==> config.mk <==
export PLATFORM = sky130hd
export DESIGN_NAME = note_sequencer
export DESIGN_NICKNAME = d
export VERILOG_FILES = /design/src/rtl/note_sequencer.sv
export SDC_FILE = /design/constraint.sdc
export NUM_CORES = 1
export LEC_CHECK = 0
export ABC_AREA = 1
export BUFFER_PORTS_ARGS = -buffer_cell sky130_fd_sc_hd__buf_2
export CORE_MARGIN = 3
export CORE_UTILIZATION = 48
export DETAILED_ROUTE_END_ITERATION = 6
export PLACE_DENSITY = 0.73
export RECOVER_POWER = 100
export SKIP_CTS_REPAIR_TIMING = 1
export SLEW_MARGIN = 20
export SYNTH_ARGS = -nofsm -noshare
export SYNTH_HDL_FRONTEND = slang
export SYNTH_SLANG_ARGS = --single-unit
==> constraint.sdc <==
create_clock -name note_clk -period 2.22 [get_ports note_clk]
set_input_delay 0 -clock note_clk [delete_from_list [all_inputs] [get_ports note_clk]]
set_output_delay 0 -clock note_clk [all_outputs]
set_load 0.01 [all_outputs]
==> src/rtl/note_sequencer.sv <==
// Queues note commands and plays them one at a time on an envelope channel with an optional rest gap.
// Push to env_trig is 3 cycles when idle; cmd_ready drops while the DEPTH-entry command queue is full.
module note_sequencer #(
    parameter int DEPTH   = 4,
    parameter int PITCH_W = 8,
    parameter int GAP_W   = 4
) (
    input  logic               note_clk,
    input  logic               rst,
    input  logic               cmd_valid,
    output logic               cmd_ready,
    input  logic [PITCH_W-1:0] cmd_pitch,
    input  logic [1:0]         cmd_attack,
    input  logic [1:0]         cmd_decay,
    input  logic [2:0]         cmd_length,
    input  logic [GAP_W-1:0]   cmd_gap,
    input  logic               cmd_rest,
    output logic [1:0]         env_attack,
    output logic [1:0]         env_decay,
    output logic [2:0]         env_length,
    output logic               env_trig,
    input  logic               env_enable,
    output logic [PITCH_W-1:0] pitch_out,
    output logic               pitch_valid,
    output logic               busy,
    output logic               note_done,
    output logic               err_nostart
);
    localparam int AW = $clog2(DEPTH);

    typedef struct packed {
        logic [PITCH_W-1:0] pitch;
        logic [1:0]         attack;
        logic [1:0]         decay;
        logic [2:0]         length;
        logic [GAP_W-1:0]   gap;
        logic               rest;
    } cmd_t;

    typedef enum logic [2:0] {
        S_IDLE, S_LOAD, S_TRIG, S_WAITS, S_PLAY, S_REST, S_GAP
    } state_t;

    cmd_t             r_mem [DEPTH];
    logic [AW-1:0]    r_wr_ptr;
    logic [AW-1:0]    r_rd_ptr;
    logic [AW:0]      r_count;
    cmd_t             r_cur;
    state_t           r_state;
    state_t           w_state_nxt;
    logic [1:0]       r_wcnt;
    logic [9:0]       r_rcnt;
    logic [GAP_W-1:0] r_gcnt;
    logic             r_err;
    logic             w_err_set;
    logic             w_push;
    logic             w_pop;
    cmd_t             w_cmd_in;

    assign w_cmd_in = '{pitch: cmd_pitch, attack: cmd_attack, decay: cmd_decay,
                        length: cmd_length, gap: cmd_gap, rest: cmd_rest};

    assign cmd_ready = (r_count < (AW+1)'(DEPTH));
    assign w_push    = cmd_valid && cmd_ready;
    assign w_pop     = (r_state == S_IDLE) && (r_count != '0);

    always_ff @(posedge note_clk) begin
        if (w_push) begin
            r_mem[r_wr_ptr] <= w_cmd_in;
        end
    end

    // Queued entries are dropped on reset simply by clearing the pointers and count.
    always_ff @(posedge note_clk or posedge rst) begin
        if (rst) begin
            r_wr_ptr <= '0;
            r_rd_ptr <= '0;
            r_count  <= '0;
        end else begin
            if (w_push) r_wr_ptr <= r_wr_ptr + 1'b1;
            if (w_pop)  r_rd_ptr <= r_rd_ptr + 1'b1;
            case ({w_push, w_pop})
                2'b10:   r_count <= r_count + 1'b1;
                2'b01:   r_count <= r_count - 1'b1;
                default: r_count <= r_count;
            endcase
        end
    end

    always_comb begin
        w_state_nxt = r_state;
        w_err_set   = 1'b0;
        case (r_state)
            S_IDLE:  if (r_count != '0) w_state_nxt = S_LOAD;
            S_LOAD:  w_state_nxt = r_cur.rest ? S_REST : S_TRIG;
            S_TRIG:  w_state_nxt = S_WAITS;
            S_WAITS: begin
                if (env_enable) begin
                    w_state_nxt = S_PLAY;
                end else if (r_wcnt == 2'd2) begin
                    w_state_nxt = S_GAP;
                    w_err_set   = 1'b1;
                end
            end
            S_PLAY:  if (!env_enable) w_state_nxt = S_GAP;
            S_REST:  if (r_rcnt == 10'd1) w_state_nxt = S_GAP;
            S_GAP:   if (r_gcnt == '0) w_state_nxt = S_IDLE;
            default: w_state_nxt = S_IDLE;
        endcase
    end

    // Fields are captured on the pop so they are already stable during LOAD, one cycle ahead of the trigger.
    always_ff @(posedge note_clk or posedge rst) begin
        if (rst) begin
            r_state <= S_IDLE;
            r_cur   <= '0;
            r_wcnt  <= '0;
            r_rcnt  <= '0;
            r_gcnt  <= '0;
            r_err   <= 1'b0;
        end else begin
            r_state <= w_state_nxt;
            if (w_pop) r_cur <= r_mem[r_rd_ptr];
            if (r_state == S_TRIG)       r_wcnt <= '0;
            else if (r_state == S_WAITS) r_wcnt <= r_wcnt + 2'd1;
            if (r_state == S_LOAD)       r_rcnt <= (10'd2 << r_cur.length) + 10'd1;
            else if (r_state == S_REST)  r_rcnt <= r_rcnt - 10'd1;
            if (w_state_nxt == S_GAP && r_state != S_GAP) r_gcnt <= r_cur.gap;
            else if (r_state == S_GAP && r_gcnt != '0)    r_gcnt <= r_gcnt - 1'b1;
            if (w_err_set) r_err <= 1'b1;
        end
    end

    assign env_attack  = r_cur.attack;
    assign env_decay   = r_cur.decay;
    assign env_length  = r_cur.length;
    assign pitch_out   = r_cur.pitch;
    assign env_trig    = (r_state == S_TRIG);
    assign pitch_valid = (r_state == S_PLAY);
    assign busy        = (r_state != S_IDLE);
    assign note_done   = (r_state == S_GAP) && (r_gcnt == '0);
    assign err_nostart = r_err;

endmodule

==> impl_metrics.toml <==
[global_route]
grt_pass1_vias = 3604
grt_max_degree = 42
grt_first_pass_wirelength_mm = 17.4
antenna_found_initial = 0
grt_usage_pct = 17.6
grt-ovfl-total = 0

[setup_path]
critPathKind = "flip-flop to flip-flop"
critPathMostFrequentCell = "inv_2"
cp.required_ps = 2510
arrival_ps = 2290
cp_cell_sequence = "inv_2, nand2_1, nor2_2, nand2_2, inv_2, ha_1, inv_1, fa_1, a21oi_1, o21ai_0, xor2_1"
start_kind = "flip-flop"
worst-path-max-fanout = 4
crit_slowest_cell = "dfrtp_1"
cp-end-kind = "flip-flop"
slowest_delay_ps = 380

[clocking]
clkSinkCount = 127
tritoncts = "yes"
numCtsBuffers = 17
clk_pin_slew_ps = 60
clk_latency_ps = 410
root_buffer = "clkbuf_16"
ctsLongestPathBuffers = 2
ctsHtreeMaxLevel = 4

[synthesis]
synthDistinctLibCells = 31
yosys_register_bits = 127
synth_area_mm2 = 0.00550
synth_edf_count = 80
postSynth.asyncResetShare_pct = 37.0
syn_avg_cell_area_um2 = 10.6
synth_flop_cell = "edfxtp_1"
synthCells = 517
yosysSeqAreaShare_pct = 65.0
synth_nets = 551
ys_warn_count = 0

[timing]
setup_tns_ps = 0
relSlewSlack_pct = 28.1
final-hold-violation-count = 0
layout_worst_path_cycle_share_pct = 90.3
timing.hold.ws_ps = 108
slew_viol_final = 0
clock.fmax_ghz = 0.499
fin_skew_ps = 8.49
layout_min_cycle_time_ps = 2000
tightest_slew_ps = 1080
finalSetupViolations = 0
rsz0062_at_grt = "false"

[finish]
fin_nets = 618
syn_to_final_growth_pct = 18.3
layoutNonFillerInstCount = 736
post-route-util_pct = 59.1
final_area_mm2 = 0.00651
drive_gt1_share_pct = 10.6
diodes = 0

[power]
powerDensity_mw_per_mm2 = 1440
switching_power_mw = 3.46
power_frac_seq_pct = 37.2
p_int_mw = 5.89
p_leak_nw = 2.60
clkPwrFrac_pct = 28.9
p_comb_share_pct = 33.9
ir_drop_uv = 736
swShare_pct = 37.0

[placement]
dpl_cell_area_mm2 = 0.00582
dpl.cell_count = 683
dp_hpwl_mm = 6.79
io_buffers = 44
place.gp.congestion = 0.852

[min_path]
min-delay-path-class = "input port to flip-flop"

[route]
drt_iter0_markers = 345
wl_per_cell_um = 14.6
finalWirelength_mm = 10.8
detail-route-antenna-nets = 0
vias_per_cell = 5.08
drc_errors = 0
dr.pass1.iters = 7
via_count = 3740

[floorplan]
dieHeight_um = 113
core_mm2 = 0.0110
initial_utilization_pct = 49.9
dieArea_mm2 = 0.0128
io_pins = 45
die_w_um = 113
rows = 38

[status]
outcome = "completed"

[run]
maxCapViolations = 0
[placed cells by master, fill, tap and decap left out, drive strengths merged, types with 17 or more instances in the layout]
cell / count
a31oi: 17
clkbuf: 65
dfrtp: 47
dlygate4sd3: 22
edfxtp: 80
inv: 51
nand2: 52
nand3: 21
nor2: 124
o21ai: 58
[power by group through the flow]
stage	registers [mW]	logic, mW	clock network (mW)
2_1_floorplan	3.44	2.58	0
3_3_place_gp	3.48	3.17	0
3_5_place_dp	3.51	3.30	0
4_1_cts	3.47	3.32	2.74
5_1_grt	3.54	3.64	2.87
6_report	3.48	3.17	2.70
[registers in the layout (all words and copies together), names as in the netlist, 3 cells and up]
register,flops
r_mem,80
r_rcnt,10
pitch_out,8
r_cur,5
r_gcnt,4
env_length,3
r_count,3
r_state,3
[final timing paths]
check	slack (ps)	start	endpoint	cells past startpoint
setup reg to reg	220	r_state[0]	r_count[2]	11
max in group asynchronous	640	rst	r_cur[4]	4
hold / removal	110	cmd_valid	r_wr_ptr[0]	3
setup / recovery	220	r_state[0]	r_count[2]	11
hold reg to reg	480	r_count[0]	r_count[0]	1
min in group asynchronous	190	rst	env_attack[1]	3
[logic make-up (layout without fill, tap and decap cells)]
kind of cell | Yosys count | in the layout | synth area share [%]
XOR/XNOR | 8 | 8 | 1.27
flip-flops | 127 | 127 | 65.0
buffers and inverters | 78 | 157 | 6.57
AND/OR/NAND/NOR | 201 | 201 | 15.3
AO/OA/AOI/OAI | 93 | 93 | 9.39
adder cells (fa/ha/maj) | 10 | 10 | 2.41
[Yosys cell counts, types with 2 or more instances]
cell type	instances	share of area, %
nor2_1	119	8.1
edfxtp_1	80	44
o21ai_0	51	4.6
nand2_1	48	3.3
dfrtp_1	47	21
inv_1	38	2.6
nand3_1	18	1.6
a31oi_1	17	1.9
buf_4	16	2.2
clkbuf_1	10	0.68
ha_1	9	2.0
buf_2	7	0.64
inv_2	7	0.48
o21ai_1	7	0.64
a21oi_1	6	0.55
xor2_1	6	0.95
nand2_2	4	0.45
o22ai_1	4	0.45
a22oi_1	3	0.41
nor2_2	3	0.34
o221ai_1	3	0.48
nand3_2	2	0.36
nand4_1	2	0.23
nor2_4	2	0.41
xnor2_1	2	0.32
[routing by layer]
layer	routed length [µm]	part of all wire, %	vias to the layer above	GRT usage, %
met5	0	0	-	0
met4	49	0.46	0	3.61
met3	551	5.1	6	6.26
met2	5600	52	90	30.0
met1	4570	42	1775	21.7
li1	-	-	1869	-
[cell type report]
| class | count | area, µm² |
|---|---|---|
| Sequential cell | 127 | 3580 |
| Timing Repair Buffer | 81 | 477 |
| Inverter | 45 | 169 |
| Clock inverter | 14 | 155 |
| Fill cell | 918 | 4520 |
| Tap cell | 140 | 175 |
| Clock buffer | 17 | 425 |
| Multi-Input combinational cell | 312 | 1530 |
[through the flow]
| stage | worst slack (ps) | power, mW |
|---|---|---|
| 6_report | 216 | 9.35 |
| 4_1_cts | 141 | 9.54 |
| 3_3_place_gp | 279 | 6.65 |
| 2_1_floorplan | 101 | 6.02 |
| 5_1_grt | 12.8 | 10.1 |
| 3_5_place_dp | 159 | 6.81 |
[worst max-delay path: cells and delay by family, from the launching register on]
kind | cells | cell delay [ps]
compound gates | 2 | 270
simple gates | 3 | 340
xor+xnor | 1 | 150
fa+ha+maj | 2 | 510
flops | 1 | 380
buf+inv | 3 | 230
Note: power is estimated with default switching activity, not from simulation.
